`src/rtl/mult_ctrl_pkg.sv`:
```
// Shared state encoding for the 4x4 shift-add multiplier controller.
// Imported by the present-state generator and by the output decoder.
package mult_ctrl_pkg;

   localparam logic [2:0] PS_IDLE  = 3'b000;
   localparam logic [2:0] PS_CLR   = 3'b001;
   localparam logic [2:0] PS_LOAD  = 3'b010;
   localparam logic [2:0] PS_ADD   = 3'b011;
   localparam logic [2:0] PS_SHIFT = 3'b100;
   localparam logic [2:0] PS_LAST  = 3'b101;
   localparam logic [2:0] PS_DONE  = 3'b110;
   localparam logic [2:0] PS_CHECK = 3'b111;

   typedef enum logic [2:0] {
      S_IDLE  = PS_IDLE,
      S_CLR   = PS_CLR,
      S_LOAD  = PS_LOAD,
      S_ADD   = PS_ADD,
      S_SHIFT = PS_SHIFT,
      S_LAST  = PS_LAST,
      S_DONE  = PS_DONE,
      S_CHECK = PS_CHECK
   } state_t;

   function automatic logic ps_is_active(input logic [2:0] code);
      return (code != PS_IDLE);
   endfunction

endpackage

```
`src/rtl/iter_counter.sv`:
```
// Iteration counter for the multiplier sequencer: clear, enable, and a
// terminal flag that is high when the next increment reaches WIDTH.
module iter_counter #(
   parameter int WIDTH = 4
) (
   input  logic clk,
   input  logic rst_n,
   input  logic i_clr,
   input  logic i_en,
   output logic o_last
);

   localparam int CW = $clog2(WIDTH + 1);

   logic [CW-1:0] r_count;
   logic [CW-1:0] w_count_inc;

   assign w_count_inc = r_count + CW'(1);
   assign o_last      = (w_count_inc == CW'(WIDTH));

   always_ff @(posedge clk) begin
      if (!rst_n) begin
         r_count <= '0;
      end else if (i_clr) begin
         r_count <= '0;
      end else if (i_en) begin
         r_count <= w_count_inc;
      end else begin
         r_count <= r_count;
      end
   end

endmodule

```
`src/rtl/multiplier_sequencer.sv`:
```
// Present-state generator for the shift-add multiplier controller.
// Optional early termination on zero remaining bits: MULT_SEQ_EARLY_TERM_EN.
module multiplier_sequencer
   import mult_ctrl_pkg::*;
#(
   parameter int WIDTH = 4
) (
   input  logic       clk,
   input  logic       rst_n,
   input  logic       start,
   input  logic       lsb,
   input  logic       rem_zero,
   output logic [2:0] ps,
   output logic       busy,
   output logic       done
);

   state_t r_state;
   state_t w_next;
   logic   w_cnt_last;
   logic   w_cnt_clr;
   logic   w_cnt_en;

`ifndef MULT_SEQ_EARLY_TERM_EN
   logic w_unused_rem_zero;
   assign w_unused_rem_zero = rem_zero;
`endif

   assign w_cnt_clr = (r_state == S_CLR);
   assign w_cnt_en  = (r_state == S_SHIFT);

   iter_counter #(
      .WIDTH (WIDTH)
   ) u_iter_counter (
      .clk    (clk),
      .rst_n  (rst_n),
      .i_clr  (w_cnt_clr),
      .i_en   (w_cnt_en),
      .o_last (w_cnt_last)
   );

   always_ff @(posedge clk) begin
      if (!rst_n) begin
         r_state <= S_IDLE;
      end else begin
         r_state <= w_next;
      end
   end

   always_comb begin
      w_next = r_state;
      case (r_state)
         S_IDLE: begin
            if (start) begin
               w_next = S_CLR;
            end else begin
               w_next = S_IDLE;
            end
         end
         S_CLR:   w_next = S_LOAD;
         S_LOAD:  w_next = S_CHECK;
         // lsb is already updated here: CHECK always follows LOAD or SHIFT
         S_CHECK: begin
`ifdef MULT_SEQ_EARLY_TERM_EN
            if (rem_zero) begin
               w_next = S_LAST;
            end else if (lsb) begin
               w_next = S_ADD;
            end else begin
               w_next = S_SHIFT;
            end
`else
            if (lsb) begin
               w_next = S_ADD;
            end else begin
               w_next = S_SHIFT;
            end
`endif
         end
         S_ADD:   w_next = S_SHIFT;
         S_SHIFT: begin
            if (w_cnt_last) begin
               w_next = S_LAST;
            end else begin
               w_next = S_CHECK;
            end
         end
         S_LAST:  w_next = S_DONE;
         S_DONE:  w_next = S_IDLE;
         default: w_next = S_IDLE;
      endcase
   end

   assign ps   = r_state;
   assign busy = ps_is_active(r_state);
   assign done = (r_state == S_DONE);

endmodule

```
`config.mk`:
```
export PLATFORM = sky130hd
export DESIGN_NAME = multiplier_sequencer
export DESIGN_NICKNAME = d
export VERILOG_FILES = /design/src/rtl/mult_ctrl_pkg.sv /design/src/rtl/iter_counter.sv /design/src/rtl/multiplier_sequencer.sv
export SDC_FILE = /design/constraint.sdc
export NUM_CORES = 1
export LEC_CHECK = 0
export CAP_MARGIN = 15
export CORE_AREA = 2 2 39 41
export CTS_CLUSTER_SIZE = 24
export DETAILED_ROUTE_END_ITERATION = 6
export DIE_AREA = 0 0 41 43
export GPL_ROUTABILITY_DRIVEN = 0
export GPL_TIMING_DRIVEN = 0
export PLACE_DENSITY = 0.49
export SLEW_MARGIN = 20
export SYNTH_ARGS = -nofsm -noshare
export SYNTH_HDL_FRONTEND = slang
export SYNTH_SLANG_ARGS = --single-unit
```
`constraint.sdc`:
```
create_clock -name clk -period 1.5 [get_ports clk]
set_input_delay 0.3 -clock clk [delete_from_list [all_inputs] [get_ports clk]]
set_output_delay 0.3 -clock clk [all_outputs]
set_load 0.05 [all_outputs]
```
After elaboration in Yosys (flattened, before gate mapping) --
Index checks and enable logic that the tools add are counted.
Cells by class: add/sub/neg operators 1, $mul 0, div/mod/pow operators 0, magnitude comparators 0, eq/ne operators 8, shift-type cells 0, mux-type cells 4, bitwise operators 1, reduce and logical (&&, ||, !) cells 3
Operator list (number):
- $pmux 3 s8 | 1
- $eq 3x3->1 const B | 5
- $eq 3x2->1 const B | 2
- $add 3x1->3 const B | 1
- $eq 3x1->1 const B | 1
- $logic_not 3->1 | 1
- $mux 3 | 1
- $reduce_bool 3->1 | 1
- $mux 2 | 1
- $reduce_or 2->1 | 1
- $mux 1 | 1
- $not 1->1 | 1
Word-level totals: register bits 6, latch bits 0, memory bits (writable) 0, memory bits (read-only) 0, word-level logic and storage cells 19, memories 0

Logic depth before layout (Yosys ltp) --
depth after elaboration 4, gate-level depth with buffers 4, mapped depth without buffers 4

Hierarchy --
From an unflattened synthesis, not the netlist that was laid out.
Second synthesis, totals: cell total of the unflattened synthesis 39, area, all modules 357.8 um2
Modules (own cells, without submodules):
- multiplier_sequencer | times used 1, cells each 24, area each 198.9 um2
- iter_counter | times used 1, cells each 15, area each 158.9 um2

Worst setup path before layout --
Ideal clock, no wire load.
kind flip-flop to output port, from reg r_state[2] (netlist: ps[2]), to out done, arrival time 1.400 ns, setup slack -0.200 ns, stages on the path, launching flop included 3, path buffers 1, cells stage by stage dfxtp_1 buf_2 and3_1
On the way: longest elaborated chain between the ends 1
Ends and longest elaborated chain:
- start: declaration | RTL line multiplier_sequencer.sv:18 | state_t r_state;
- start signal: assignment | RTL line multiplier_sequencer.sv:46 | r_state <= w_next;
- $eq 3x3->1 | RTL line multiplier_sequencer.sv:96 | assign done = (r_state == S_DONE);
- end: declaration | RTL line multiplier_sequencer.sv:15 | output logic done
Every way passes these cells.

Worst setup path after layout --
from reg r_state[2] (netlist: ps[2]), to out busy
On the way: longest elaborated chain between the ends 1
Ends and longest elaborated chain:
- $reduce_bool 3->1 | RTL line mult_ctrl_pkg.sv:26 | return (code != PS_IDLE);
- end: declaration | RTL line multiplier_sequencer.sv:14 | output logic busy,
Every way passes these cells.

==> metrics.cfg <==
[grt]
grt_pass1_vias=360
grt_first_pass_wirelength_um=1680
grt_usage_pct=14.9
gr-total-overflow=0
antenna_found_initial=0
grt_max_degree=11

[pwr]
p_sw_share_pct=44.4
vdd_drop_max_uv=696
seqPwrFrac_pct=28.9
p_comb_share_pct=51.9
leakagePower_nw=0.228
internal_power_mw=0.465
switchingPower_mw=0.372
p_per_area_nw_per_um2=1500
p_clk_share_pct=19.1

[route]
routedWlPerCell_um=14.0
viasPerCell=5.41
drtIter0Drc=20
via_count=400
first_pass_iters=5
routed_wirelength_um=1040
ant_nets=0
drcViolationCount=0

[setup_path]
rrSetupSlack_ns=0.11
crit_required_ns=1.20
startpoint=ps[2]
crit_path_end_kind=output port
cp-start-kind=flip-flop
worstPathArrival_ns=1.16
path_class=flip-flop to output port
reg2reg_to=u_iter_counter.r_count[2]
setup.worst_path.end=busy
worstPathMaxFanout=6
reg2reg_depth=4
crit-reg2reg-launch=u_iter_counter.r_count[0]

[place]
hpwlAfterDp_um=633
portBuffers=8
placed_cells=69
placed_area_sq_um=495

[synth]
synth_simple_gate_area_share_pct=26.3
synthAdderAreaFrac_pct=6.41
synth_top_family_by_area=simple AND/OR/NAND/NOR gates
synthArstFlopShare_pct=0
ys_types=23
synth.mux.area_fraction_pct=0
synth_warnings=0
synth_area_sq_um=390
yosysTopAreaCellShare_pct=30.8
syn_avg_cell_area_sq_um=8.67
synth_xor_area_share_pct=2.24
synth_edf_count=0
netlist_top_cells_count=dfxtp_1 (6), a31oi_1 (4), o21ai_1 (4)
synth_nets=52
synth.most_common_cell=dfxtp_1
ys_seq_area_share_pct=30.8
synth_compound_area_share_pct=24.4
synth_cells=45
ys_top_cells_by_area=dfxtp_1 (31%), a31oi_1 (6.4%), ha_1 (6.4%), buf_6 (5.8%), o21ai_1 (5.1%)
synthFlopType=dfxtp_1
synth-seq-cells=6
synth_area_leader_cell=dfxtp_1

[floorplanning]
die_y_um=43
rows=14
die_x_um=41
num_io_pins=10
initial_core_util_pct=28.2
core_area_sq_um=1380
design.die.area_sq_um=1760

[job]
cap_viol_max_count=0

[cells_and_area]
fin_cells=74
stdcell_area_sq_um=557
num-nets-final=67
syn2layout_area_growth_pct=42.6
drive_gt1_share_pct=31.0
finish.utilization_pct=40.2
n_antenna_cell=0

[timing]
finClkSkew_ns=0.00416
maxSlewViolCount=0
fmax_ghz=0.684
fin_crit_sh_pct=97.5
fin_crit_ns=1.46
whs_ns=0.537
rsz0062_at_grt=false
timing_worst_slew_pin_value_ns=0.483
setup-violations-final=0
max_slew_margin_pct=67.9
hold_viol=0

[clock_tree]
ctsHtreeMaxLevel=1
cts_root_buf=clkbuf_4
cts_hold_buf=0
cts_made_buffers=3
clk_pin_slew_ns=0.05
clockBufferDepth=2
clk_latency_ns=0.25
cts_sinks=6
cts_tree=done

[status]
outcome=complete, no violations

[hold_path]
hp-class=flip-flop to flip-flop

-- critical path, stage by stage (launching register included) --
cell     delay, ns
dfxtp_4       0.36
or3_4         0.39
buf_6         0.16
-- cells in the final DEF (no fill, tap or decap) --
cell type and count:
buf_6 4, a21oi_1 3, nor2_2 1, xor2_1 1, and4_1 1, nand2_1 2
or3_4 1, o32ai_2 1, inv_1 3, o2111ai_1 1, nand2b_1 1, clkdlybuf4s15_1 2
buf_8 1, buf_4 2, dlygate4sd2_1 1, clkbuf_4 3, a31oi_1 4, or2b_1 1
nand3_1 3, o21ai_1 4, clkdlybuf4s50_1 3, o311a_1 1, and3_1 1, and3_2 1
nor4bb_1 1, dfxtp_4 3, nor4b_2 1, nor2_1 2, ha_1 2, dfxtp_1 3
-- cell families (layout without fill, tap and decap cells) --
kind of cell | count (synthesis) | in the layout
and+or+nand+nor | 16 | 16
DFF | 6 | 6
xor gates and xnor gates | 1 | 1
AOI/OAI and AO/OA | 14 | 14
adders and majority gates | 2 | 2
buffers and inverters | 6 | 19
-- area by class of cell --
type,count,area [sq um]
clock buffer,3,22.5
timing repair buffer,10,96.3
inverter,3,11.3
sequential,6,131
multi-input combinational,33,238
tap,16,20.0
buffer,3,37.5
fill,152,827
-- worst min-delay path by stage --
stage,from,end,depth (start not counted)
after floorplan,rst_n,ps[0],1
after global placement,u_iter_counter.r_count[1],u_iter_counter.r_count[1],2
after detailed placement,u_iter_counter.r_count[2],u_iter_counter.r_count[2],2
after CTS,u_iter_counter.r_count[2],u_iter_counter.r_count[2],2
after global routing,u_iter_counter.r_count[2],u_iter_counter.r_count[2],2
final,u_iter_counter.r_count[1],u_iter_counter.r_count[1],2
-- timing repair --
| item | in CTS | in global routing |
|---|---|---|
| setup endpoints to repair | 5 | 4 |
| setup buffers | 0 | 2 |
| gates resized for setup | 17 | 9 |
-- per-layer routing --
metal  vias up  part of all wire [%]  GRT usage [%]
li1        195                     -              -
met1       178                    45           19.6
met2        21                    44           18.8
met3         6                   9.1           7.85
met4         0                   1.6           8.00
met5         -                     0              0
-- power groups by stage --
stage	Sequential [mW]	Combinational [mW]	Clock [mW]
floorplan	0.296	0.216	0
global placement	0.237	0.395	0
detailed placement	0.236	0.392	0
CTS	0.234	0.378	0.164
global route	0.251	0.461	0.176
finish	0.242	0.435	0.160
-- state kept, by name, indices dropped and copies added (netlist names) --
| signal | count |
|---|---|
| ps | 3 |
| u_iter_counter.r_count | 3 |
-- through the flow --
stage | setup TNS (ns) | power [mW] | setup WS (ns)
final | 0 | 0.837 | 0.0381
after global routing | 0 | 0.887 | 0.00557
after CTS | 0 | 0.776 | 0.00236
after detailed placement | -0.586 | 0.628 | -0.367
after global placement | -0.599 | 0.633 | -0.375
after floorplan | 0 | 0.513 | 0.118
No activity file was read; power rests on OpenSTA's default activity.
